[src/rtl/led7_scan_decoder.sv]
// Multiplexed 7-segment scan decoder: recovers a 4-digit hex value from
// active-low segment lines and a one-hot digit strobe, capturing each slot once it is stable.
module led7_scan_decoder #(
    parameter int unsigned STABLE_CNT = 4
) (
    input  logic        Clock,
    input  logic        Resetn,
    input  logic        A,
    input  logic        B,
    input  logic        C,
    input  logic        D,
    input  logic        E,
    input  logic        F,
    input  logic        G,
    input  logic [3:0]  DigitEn,
    output logic [15:0] Value,
    output logic        Valid,
    output logic        Err,
    output logic [1:0]  ErrDigit
);

    typedef enum logic [1:0] {StIdle, StSettle, StHold} state_e;

    localparam logic [6:0] SegOff = 7'h7F;

    logic [6:0]  seg_q, seg_prev_q;
    logic [3:0]  en_q, en_prev_q;
    state_e      state_q, state_d;
    logic [3:0]  cnt_q, cnt_d;
    logic [3:0]  mask_q, mask_d;
    logic [15:0] shadow_q, shadow_d;
    logic [15:0] value_q, value_d;
    logic        valid_q, valid_d;
    logic        err_q, err_d;
    logic [1:0]  err_digit_q, err_digit_d;

    logic        one_hot;
    logic        changed;
    logic        capture;
    logic [1:0]  slot;
    logic        legal;
    logic [3:0]  nibble;

    assign one_hot = (en_q != 4'd0) && ((en_q & (en_q - 4'd1)) == 4'd0);
    assign changed = {seg_q, en_q} != {seg_prev_q, en_prev_q};

    always_comb begin
        slot = 2'd0;
        unique case (en_q)
            4'b0010: slot = 2'd1;
            4'b0100: slot = 2'd2;
            4'b1000: slot = 2'd3;
            default: slot = 2'd0;
        endcase
    end

    // Segment order is A..G from MSB to LSB, active-low.
    always_comb begin
        legal  = 1'b1;
        nibble = 4'h0;
        case (seg_q)
            7'b0000001: nibble = 4'h0;
            7'b1001111: nibble = 4'h1;
            7'b0010010: nibble = 4'h2;
            7'b0000110: nibble = 4'h3;
            7'b1001100: nibble = 4'h4;
            7'b0100100: nibble = 4'h5;
            7'b0100000: nibble = 4'h6;
            7'b0001111: nibble = 4'h7;
            7'b0000000: nibble = 4'h8;
            7'b0000100: nibble = 4'h9;
            7'b0001000: nibble = 4'hA;
            7'b1100000: nibble = 4'hB;
            7'b0110001: nibble = 4'hC;
            7'b1000010: nibble = 4'hD;
            7'b0110000: nibble = 4'hE;
            7'b0111000: nibble = 4'hF;
            default:    legal  = 1'b0;
        endcase
    end

    always_comb begin
        state_d = state_q;
        cnt_d   = cnt_q;
        capture = 1'b0;
        case (state_q)
            StIdle: begin
                if (one_hot) begin
                    state_d = StSettle;
                    cnt_d   = 4'd1;
                end
            end
            StSettle: begin
                if (!changed) begin
                    cnt_d = cnt_q + 4'd1;
                    if (cnt_d == 4'(STABLE_CNT)) begin
                        capture = 1'b1;
                        state_d = StHold;
                    end
                end else if (one_hot) begin
                    cnt_d = 4'd1;
                end else begin
                    state_d = StIdle;
                    cnt_d   = 4'd0;
                end
            end
            StHold: begin
                if (changed) begin
                    state_d = one_hot ? StSettle : StIdle;
                    cnt_d   = one_hot ? 4'd1 : 4'd0;
                end
            end
            default: begin
                state_d = StIdle;
                cnt_d   = 4'd0;
            end
        endcase
    end

    // A capture can never land on the frame-publish edge: the slot that completed
    // the mask is still in HOLD one edge later.
    always_comb begin
        mask_d      = mask_q;
        shadow_d    = shadow_q;
        value_d     = value_q;
        valid_d     = 1'b0;
        err_d       = 1'b0;
        err_digit_d = err_digit_q;
        if (mask_q == 4'hF) begin
            value_d = shadow_q;
            valid_d = 1'b1;
            mask_d  = 4'h0;
        end
        if (capture) begin
            if (legal) begin
                shadow_d[{slot, 2'b00} +: 4] = nibble;
                mask_d[slot]                 = 1'b1;
            end else begin
                err_d       = 1'b1;
                err_digit_d = slot;
            end
        end
    end

    always_ff @(posedge Clock) begin
        if (!Resetn) begin
            seg_q       <= SegOff;
            en_q        <= 4'd0;
            seg_prev_q  <= SegOff;
            en_prev_q   <= 4'd0;
            state_q     <= StIdle;
            cnt_q       <= 4'd0;
            mask_q      <= 4'd0;
            shadow_q    <= 16'h0000;
            value_q     <= 16'h0000;
            valid_q     <= 1'b0;
            err_q       <= 1'b0;
            err_digit_q <= 2'd0;
        end else begin
            seg_q       <= {A, B, C, D, E, F, G};
            en_q        <= DigitEn;
            seg_prev_q  <= seg_q;
            en_prev_q   <= en_q;
            state_q     <= state_d;
            cnt_q       <= cnt_d;
            mask_q      <= mask_d;
            shadow_q    <= shadow_d;
            value_q     <= value_d;
            valid_q     <= valid_d;
            err_q       <= err_d;
            err_digit_q <= err_digit_d;
        end
    end

    assign Value    = value_q;
    assign Valid    = valid_q;
    assign Err      = err_q;
    assign ErrDigit = err_digit_q;

endmodule

[config.mk]
export PLATFORM = sky130hd
export DESIGN_NAME = led7_scan_decoder
export DESIGN_NICKNAME = d
export VERILOG_FILES = /design/src/rtl/led7_scan_decoder.sv
export SDC_FILE = /design/constraint.sdc
export NUM_CORES = 1
export LEC_CHECK = 0
export ABC_AREA = 0
export ABC_CLOCK_PERIOD_IN_PS = 3300
export BUFFER_PORTS_ARGS = -buffer_cell sky130_fd_sc_hd__clkbuf_2
export CAP_MARGIN = 5
export CORE_UTILIZATION = 55
export DETAILED_ROUTE_END_ITERATION = 6
export PLACE_DENSITY_LB_ADDON = 0.05
export SLEW_MARGIN = 20
export SYNTH_ARGS = -nofsm -noshare
export SYNTH_HDL_FRONTEND = slang
export SYNTH_SLANG_ARGS = --single-unit
[constraint.sdc]
create_clock -name Clock -period 3.3 [get_ports Clock]
set_clock_uncertainty 0.15 [all_clocks]
set_input_delay 0.66 -clock Clock [delete_from_list [all_inputs] [get_ports Clock]]
set_output_delay 0.66 -clock Clock [all_outputs]
set_load 0.05 [all_outputs]
==> results.py, run 1 <==
metrics = {
    "yosys": {
        "synth-edff-count": 0,
        "synthesis.area_sq_um": 3340,
        "seq_area_frac_synth_pct": 40.8,
        "synth_compound_area_share_pct": 16.4,
        "synthCells": 376,
        "synthSimpleGateAreaFrac_pct": 24.8,
        "synth_fa_ha_area_share_pct": 3.38,
        "async_reset_ff_share_pct": 0,
        "ys_ff_latch": 68,
        "synth_top_family_by_area": "simple AND/OR/NAND/NOR gates",
        "synth_mux_area_share_pct": 5.40,
        "synth.avg_cell_area_sq_um": 8.87,
        "synth_flop_cell": "dfxtp_1",
        "yosysUniqueCellTypes": 59,
        "synth-xor-area-share_pct": 4.20,
        "synth_nets": 398,
        "yosys_warnings": 0,
    },
    "worst_setup_path": {
        "r2r_setup_slack_ns": 0.52,
        "required_ns": 3.42,
        "crit_chain": "or3b_1 > or4_1 > and3_1 > a2111oi_4 > mux2i_1",
        "cp_max_fo": 18,
        "r2r-end": "shadow_q[9]",
        "cp.depth": 5,
        "endpoint": "shadow_q[9]",
        "cp.buffers_inverters": 0,
        "cp-start-kind": "register",
        "reg2reg_depth": 5,
        "max_stage_delay_ns": 0.59,
        "worstReg2RegStart": "seg_q[3]",
        "worst_setup_path_end_kind": "register",
        "cp_top_family": "simple AND/OR/NAND/NOR gates",
        "worstSetupStartpoint": "seg_q[3]",
        "slowest_stage": "a2111oi_4",
        "crit_type": "reg2reg",
        "critPathArrivalTime_ns": 2.90,
    },
    "global_route": {
        "antenna_found_initial": 0,
        "track_usage_pct": 24.3,
        "grt_max_degree": 37,
        "overflow": 0,
        "grt_pass1_vias": 2501,
        "grt_first_pass_wirelength_um": 11900,
    },
    "final_layout": {
        "layout_common_cells": "dfxtp_1 (68), nand2_1 (67), clkbuf_2 (32), o21ai_0 (22), a21oi_1 (20)",
        "seqCellArea_sq_um": 1360,
        "utilization_pct": 66.0,
        "multiInputGateArea_sq_um": 1810,
        "syn2layout_area_growth_pct": 12.3,
        "fill_cells": 480,
        "antenna_cells": 0,
        "final_nets": 423,
        "layout_commonest_cell": "dfxtp_1",
        "drive_gt1_share_pct": 17.0,
    },
    "hold_path": {
        "holdCritStartpoint": "Value[4]",
        "hp-class": "reg2reg",
    },
    "clocking": {
        "cts_setup_buffers": 0,
        "numClockSinks": 68,
        "ctsResizeCount": 0,
        "htreeDepth": 3,
        "cts_hold_buf": 0,
        "cts_buffers": 9,
        "root_buffer": "clkbuf_8",
        "cts_tree": "built",
        "path_clk_slew_ns": 0.08,
        "cts_buffer_depth": 2,
        "clock_latency_ns": 0.34,
    },
    "run": {
        "drv_cap": 0,
    },
    "drt": {
        "ant_nets": 0,
        "drtIter0Drc": 158,
        "via_count": 2687,
        "viasPerCell": 5.62,
        "firstDrtPassIters": 4,
        "drc": 0,
        "wl_per_cell_um": 14.4,
        "wirelength_um": 6870,
    },
    "outcome": {
        "status": "completed",
    },
    "timing": {
        "final.min_clock_period_ns": 2.78,
        "final_max_slew_viol_count": 0,
        "hold_viol_final": 0,
        "setup_viol": 0,
        "finalCritPeriodShare_pct": 84.1,
        "fmax_ghz": 0.360,
        "finalSetupTns_ns": 0,
        "tightest_slew_ns": 0.738,
        "relSlewSlack_pct": 50.3,
        "rsz0062_at_grt": "false",
    },
    "floorplan": {
        "placement_rows": 27,
        "dieArea_sq_um": 6380,
        "start_util_pct": 58.8,
        "core-area_sq_um": 5680,
        "die_x_um": 79.9,
        "pin_count": 33,
        "dieHeight_um": 79.9,
    },
    "placement": {
        "gp_congestion": 0.828,
        "dp_hpwl_um": 4700,
        "port-buffer-count": 32,
    },
    "power": {
        "p_leak_nw": 1.35,
        "max-vdd-ir-drop_mv": 0.316,
        "p_total_mw": 1.71,
        "powerDensity_nw_per_um2": 455,
    },
}
layer usage:
metal / GRT usage (%) / share of wire, % / wire length [um] / vias to the layer above
li1: - / - / - / 1362
met2: 36.8 / 45 / 3060 / 74
met3: 5.14 / 4.5 / 310 / 10
met4: 9.64 / 1.2 / 85 / 0
met1: 33.5 / 50 / 3410 / 1241
met5: 0 / 0 / 0 / -
worst min-delay path by stage:
stage / slack (ns) / to / depth (start not counted)
after floorplan: 0.28 / Value[0] / 2
after global placement: 0.29 / Value[0] / 2
after detailed placement: 0.30 / Value[0] / 2
after CTS: 0.30 / Value[15] / 2
after global routing: 0.32 / Value[11] / 2
final: 0.30 / Value[4] / 2
stage by stage:
step / hold slack (ns) / setup WS [ns] / area (sq um) / std cells
2_1_floorplan: 0.282 / 0.793 / 3340 / 376
3_5_place_dp: 0.295 / 0.575 / 3530 / 462
5_1_grt: 0.322 / 0.359 / 3750 / 478
3_3_place_gp: 0.291 / 0.655 / 3530 / 462
6_report: 0.303 / 0.524 / 3750 / 478
4_1_cts: 0.305 / 0.520 / 3750 / 478
worst reg2reg max path, cell delays in order (launching register included):
cell       delay (ns)
dfxtp_1          0.48
or3b_1           0.43
or4_1            0.46
and3_1           0.34
a2111oi_4        0.59
mux2i_1          0.26
state kept, by name, indices dropped and copies added (netlist names):
signal and flops:
Err 1, ErrDigit 2, Valid 1, Value 16, cnt_q 4, en_prev_q 4
en_q 4, mask_q 4, seg_prev_q 7, seg_q 7, shadow_q 16, state_q 2
layout make-up:
type,instances,area share [%]
Clock buffer,11,4.04
Clock inverter,5,1.60
Inverter,13,1.30
Multi-Input combinational cell,268,48.2
Sequential cell,68,36.3
Tap cell,72,2.40
Timing Repair Buffer,41,6.08
cells by family after synthesis:
family                   Yosys count
adder cells (fa/ha/maj)            9
buffers and inverters             40
AND/OR/NAND/NOR                  153
flip-flops                        68
multiplexers                      18
AO/OA/AOI/OAI                     72
XOR/XNOR                          16
power by group:
part | leakage [nW] | internal [mW] | total [mW] | switching (mW)
Sequential | 0.553 | 0.836 | 0.862 | 0.0261
Clock | 0.106 | 0.391 | 0.713 | 0.321
Combinational | 0.688 | 0.0541 | 0.131 | 0.0769
synth_stat cells, drive strengths merged, types with 2 or more instances:
cell     number  share of area (%)
nor2          7               0.79
ha            9                3.4
a2111o        2               0.68
nand2b       16                3.0
xnor2         4                1.1
dfxtp        68                 41
a21oi        20                3.0
a2111oi       5                3.6
a211oi        4               0.90
and4          2               0.60
o32ai         2               0.53
nand4b        3               0.79
nor3          8                1.2
and3          2               0.38
or4b          3               0.90
o21ai        22                3.3
o21a          3               0.68
and2         11                2.1
nor4b         2               0.71
nand3        10                1.5
or4           2               0.45
or3b          3               0.79
buf           6                1.2
xor2         12                3.2
nand4         7                1.5
nor4          3               0.94
nand2        67                7.5
clkbuf       21                2.4
inv          13                1.5
mux2i        18                5.4
a211o         2               0.53
Note: power is estimated with default switching activity, not from simulation.
==> run 2, diff against run 1 <==
Settings changed: ABC_CLOCK_PERIOD_IN_PS 3300 to 2800.
Clock period 3.3 ns to 2.8 ns, I/O delays scaled along.
==> run 2 against run 1 <==
Compared with the run above: non-clock buffer count is 9 higher; fmax is 4.8% higher; cell count is 1.9% higher; combinational power rose by 24%; largest power group unchanged.
==> results.py, run 2 (synthesis results as in run 1) <==
metrics = {
    "outcome": {
        "status": "completed",
    },
    "run": {
        "drv_cap": 0,
    },
    "timing": {
        "rsz0062_at_grt": "false",
        "hold_viol_final": 0,
        "finalCritPeriodShare_pct": 94.6,
        "setup_viol": 0,
        "relSlewSlack_pct": 57.6,
        "finalSetupTns_ns": 0,
        "fmax_ghz": 0.377,
        "tightest_slew_ns": 0.629,
        "timing.hold.ws_ns": 0.251,
        "final_max_slew_viol_count": 0,
        "final.min_clock_period_ns": 2.65,
    },
    "clocking": {
        "ctsResizeCount": 0,
        "cts_hold_buf": 0,
        "cts_buffer_depth": 2,
        "cts_buffers": 9,
        "root_buffer": "clkbuf_8",
        "cts_setup_buffers": 0,
        "path_clk_slew_ns": 0.08,
        "clock_latency_ns": 0.34,
        "htreeDepth": 3,
        "numClockSinks": 68,
        "cts_tree": "built",
    },
    "worst_setup_path": {
        "cp_max_fo": 8,
        "cp-start-kind": "register",
        "crit_type": "reg2reg",
        "required_ns": 2.91,
        "worst_setup_path_end_kind": "register",
        "critPathArrivalTime_ns": 2.76,
    },
    "drt": {
        "drc": 0,
        "drtIter0Drc": 86,
        "via_count": 2664,
        "wirelength_um": 6810,
        "viasPerCell": 5.47,
        "ant_nets": 0,
        "wl_per_cell_um": 14.0,
        "firstDrtPassIters": 4,
    },
    "hold_path": {
        "hp-class": "in2reg",
    },
    "placement": {
        "gp_congestion": 0.873,
        "placed_cell_area_sq_um": 3600,
        "dp_hpwl_um": 4800,
        "dp_cells": 471,
        "port-buffer-count": 32,
    },
    "final_layout": {
        "final_nets": 432,
        "seqCellArea_sq_um": 1360,
        "fill_cells": 470,
        "antenna_cells": 0,
        "utilization_pct": 67.4,
        "fin_area_sq_um": 3820,
        "final-instance-count-excl-fill": 487,
        "drive_gt1_share_pct": 18.8,
        "multiInputGateArea_sq_um": 1810,
        "layout_commonest_cell": "dfxtp_1",
        "syn2layout_area_growth_pct": 14.7,
        "layout_common_cells": "dfxtp_1 (68), nand2_1 (67), clkbuf_2 (32), o21ai_0 (22), a21oi_1 (20)",
    },
    "floorplan": {
        "core-area_sq_um": 5680,
        "dieHeight_um": 79.9,
        "pin_count": 33,
        "dieArea_sq_um": 6380,
        "placement_rows": 27,
        "start_util_pct": 58.8,
        "die_x_um": 79.9,
    },
    "global_route": {
        "grt_first_pass_wirelength_um": 11700,
        "overflow": 0,
        "antenna_found_initial": 0,
        "grt_max_degree": 26,
        "track_usage_pct": 24.0,
        "grt_pass1_vias": 2450,
    },
    "power": {
        "p_leak_nw": 1.39,
        "max-vdd-ir-drop_mv": 0.418,
        "powerDensity_nw_per_um2": 540,
    },
}
## run 2: cell types whose count changed in the layout (fill, tap and decap cells not counted), sizes merged
cell | previous run | this run
inv | 13 | 14
clkbuf | 43 | 41
bufinv | 1 | 2
buf | 9 | 18
## run 2: critical path, cell delays in order (launching register included)
cell       delay, ns
dfxtp_1         0.44
or3b_1          0.38
or4_1           0.44
and3_1          0.34
a2111oi_4       0.54
mux2i_1         0.28
## run 2: layer usage
layer / part of all wire [%] / vias to the layer above / GRT usage (%) / wire length [um]
met5: 0 / - / 0 / 0
met4: 0.95 / 0 / 7.68 / 65
met3: 3.4 / 6 / 5.83 / 235
met2: 45 / 52 / 39.6 / 3090
met1: 50 / 1219 / 30.8 / 3430
li1: - / 1387 / - / -
## run 2: stage by stage
stage | power, mW | setup WS (ns)
4_1_cts | 2.09 | 0.142
3_5_place_dp | 1.20 | 0.187
5_1_grt | 2.16 | 0.0136
2_1_floorplan | 1.14 | 0.293
3_3_place_gp | 1.20 | 0.241
6_report | 2.06 | 0.151
## run 2: path summary, 6_finish.rpt
kind	start	endpoint	slack, ns	cells after the start
setup reg to reg	seg_q[6]	shadow_q[12]	0.15	5
hold reg to reg	shadow_q[1]	Value[1]	0.30	2
setup / recovery	seg_q[6]	shadow_q[12]	0.15	5
hold / removal	C	seg_q[4]	0.25	2
## run 2: area by class of cell
class	instances	area share (%)
sequential	68	35.6
tap	72	2.36
clock buffer	9	3.24
timing repair buffer	50	7.72
inverter	13	1.28
clock inverter	7	2.58
multi-input combinational	268	47.2
## run 2: power breakdown
part | internal, mW | switching (mW)
Sequential | 0.985 | 0.0286
Clock | 0.506 | 0.382
Combinational | 0.0707 | 0.0928
Total | 1.56 | 0.504
==> run 3, diff against run 2 <==
Settings changed: ABC_AREA 0 to 1.
==> run 3 against run 2 <==
Compared with the run above: clock power fell by 7.3%; sequential share of layout area rose by 0.18 points; combinational power up 89%; worst hold slack worse by 0.0099 ns; non-clock buffer count down 15; via count grew 12%; count of clock-buffer cells in the layout is 2 higher; power grew 6.5%; register-to-register slack better by 0.33 ns; fmax grew 14%; die area is 1.5% higher; critical path type unchanged; critical endpoint is now shadow_q[1]; largest cell class unchanged.
==> results.py, run 3 <==
metrics = {
    "clocking": {
        "cts_setup_buffers": 0,
        "path_clk_slew_ns": 0.08,
        "cts_tree": "built",
        "numClockSinks": 68,
        "root_buffer": "clkbuf_8",
        "cts_buffers": 9,
        "ctsResizeCount": 0,
        "cts_buffer_depth": 2,
        "clock_latency_ns": 0.35,
        "cts_hold_buf": 0,
        "htreeDepth": 3,
    },
    "global_route": {
        "track_usage_pct": 24.1,
        "grt_max_degree": 41,
        "grt_first_pass_wirelength_um": 12000,
        "overflow": 0,
        "antenna_found_initial": 0,
        "grt_pass1_vias": 2725,
    },
    "timing": {
        "relSlewSlack_pct": 59.7,
        "final_max_slew_viol_count": 0,
        "setup_ws_ns": 0.476,
        "timing.hold.ws_ns": 0.241,
        "rsz0062_at_grt": "false",
        "fmax_ghz": 0.430,
        "finalCritPeriodShare_pct": 83.0,
        "hold_viol_final": 0,
        "tightest_slew_ns": 0.603,
        "final.min_clock_period_ns": 2.32,
        "setup_viol": 0,
        "finalSetupTns_ns": 0,
    },
    "worst_setup_path": {
        "r2r_setup_slack_ns": 0.48,
        "required_ns": 2.94,
        "worstSetupStartpoint": "en_q[2]",
        "critPathArrivalTime_ns": 2.46,
        "reg2reg_depth": 10,
        "worst_setup_path_end_kind": "register",
        "crit_type": "reg2reg",
        "cp_max_fo": 6,
        "r2r-end": "shadow_q[1]",
        "cp-start-kind": "register",
        "worstReg2RegStart": "en_q[2]",
        "endpoint": "shadow_q[1]",
    },
    "yosys": {
        "ys_ff_latch": 68,
        "yosys-top-cells-area": "dfxtp_1 (40%), nand2_1 (14%), nor2_1 (8.4%), nand3_1 (6.2%), inv_1 (5.0%)",
        "yosys-top-cells-count": "nand2_1 (129), nor2_1 (76), dfxtp_1 (68)",
        "synth.most_common_cell": "nand2_1",
        "synthCells": 493,
        "yosys_warnings": 0,
        "synth_nets": 515,
        "seq_area_frac_synth_pct": 40.2,
        "async_reset_ff_share_pct": 0,
        "yosysUniqueCellTypes": 27,
        "synth.avg_cell_area_sq_um": 6.87,
        "yosysTopAreaCellShare_pct": 40.2,
        "synth_flop_cell": "dfxtp_1",
        "yosys.area.top_type": "dfxtp_1",
        "synth-edff-count": 0,
        "synthesis.area_sq_um": 3390,
    },
    "floorplan": {
        "core-area_sq_um": 5920,
        "dieArea_sq_um": 6470,
        "start_util_pct": 57.2,
        "placement_rows": 28,
        "dieHeight_um": 80.5,
        "die_x_um": 80.5,
        "pin_count": 33,
    },
    "final_layout": {
        "fin_area_sq_um": 3810,
        "final-instance-count-excl-fill": 608,
        "drive_gt1_share_pct": 18.6,
        "layout_commonest_cell": "nand2_1",
        "layout_common_cells": "nand2_1 (129), nor2_1 (76), dfxtp_1 (68), inv_1 (45), nand3_1 (42)",
        "fill_cells": 572,
        "antenna_cells": 0,
        "syn2layout_area_growth_pct": 12.4,
        "utilization_pct": 64.3,
        "final_nets": 550,
    },
    "drt": {
        "drtIter0Drc": 129,
        "wirelength_um": 6810,
        "drc": 0,
        "ant_nets": 0,
        "viasPerCell": 4.90,
        "wl_per_cell_um": 11.2,
        "firstDrtPassIters": 4,
        "via_count": 2982,
    },
    "power": {
        "p_total_mw": 2.20,
        "p_leak_nw": 1.90,
        "powerDensity_nw_per_um2": 578,
        "max-vdd-ir-drop_mv": 0.329,
    },
    "placement": {
        "port-buffer-count": 32,
        "dp_cells": 592,
        "pre_cts_slack_ns": 0.498,
        "placed_cell_area_sq_um": 3600,
        "gp_congestion": 0.881,
        "dp_hpwl_um": 5030,
    },
    "outcome": {
        "status": "completed",
    },
    "hold_path": {
        "whs_path_depth": 3,
        "hp-class": "in2reg",
    },
    "run": {
        "drv_cap": 0,
    },
}
==> run 3: worst min path at each step <==
stage           startpoint       end
2_1_floorplan  shadow_q[0]  Value[0]
3_3_place_gp   shadow_q[9]  Value[9]
3_5_place_dp   shadow_q[9]  Value[9]
4_1_cts         DigitEn[2]   en_q[2]
5_1_grt                  F  seg_q[1]
6_report        DigitEn[3]   en_q[3]
==> run 3: cell type report <==
cell class | count | area [sq um] | share of cell area (%)
repair buffers | 35 | 183 | 4.80
clock buffers | 11 | 141 | 3.71
flip-flops and latches | 68 | 1360 | 35.8
multi-input cells | 359 | 1760 | 46.3
inverters | 55 | 206 | 5.42
clock inverters | 5 | 60.1 | 1.58
well taps | 75 | 93.8 | 2.47
==> run 3: routing by layer <==
metal / wire length, um / vias to the layer above / part of all wire (%) / GRT usage, %
met5: 0 / - / 0 / 0
met3: 251 / 14 / 3.7 / 4.20
met4: 143 / 0 / 2.1 / 12.3
met2: 2940 / 51 / 43 / 38.1
met1: 3480 / 1304 / 51 / 31.4
li1: - / 1613 / - / -
==> run 3: cell families (layout without fill, tap and decap cells) <==
group | Yosys count | after routing | share of synthesized area, %
buffers and inverters | 66 | 106 | 7.80
xor gates and xnor gates | 6 | 6 | 1.55
DFF | 68 | 68 | 40.2
AOI/OAI and AO/OA | 51 | 51 | 8.20
adders and majority gates | 9 | 9 | 3.33
and+or+nand+nor | 293 | 293 | 38.9
==> run 3: critical path: stages, from the launching register on <==
cell	delay (ns)
dfxtp_1	0.36
or2_2	0.36
o31a_1	0.35
ha_1	0.40
inv_1	0.20
nand2_1	0.08
inv_1	0.11
nand2_1	0.06
nand3_1	0.08
nand2_1	0.06
nor2_1	0.07
==> run 3: power breakdown <==
part           internal [mW]  leakage [nW]  switching (mW)  total [mW]
clock network          0.439        0.0999           0.385       0.823
logic                  0.105          1.25           0.203       0.308
registers               1.02         0.554          0.0516        1.07
total                   1.56          1.90           0.639        2.20
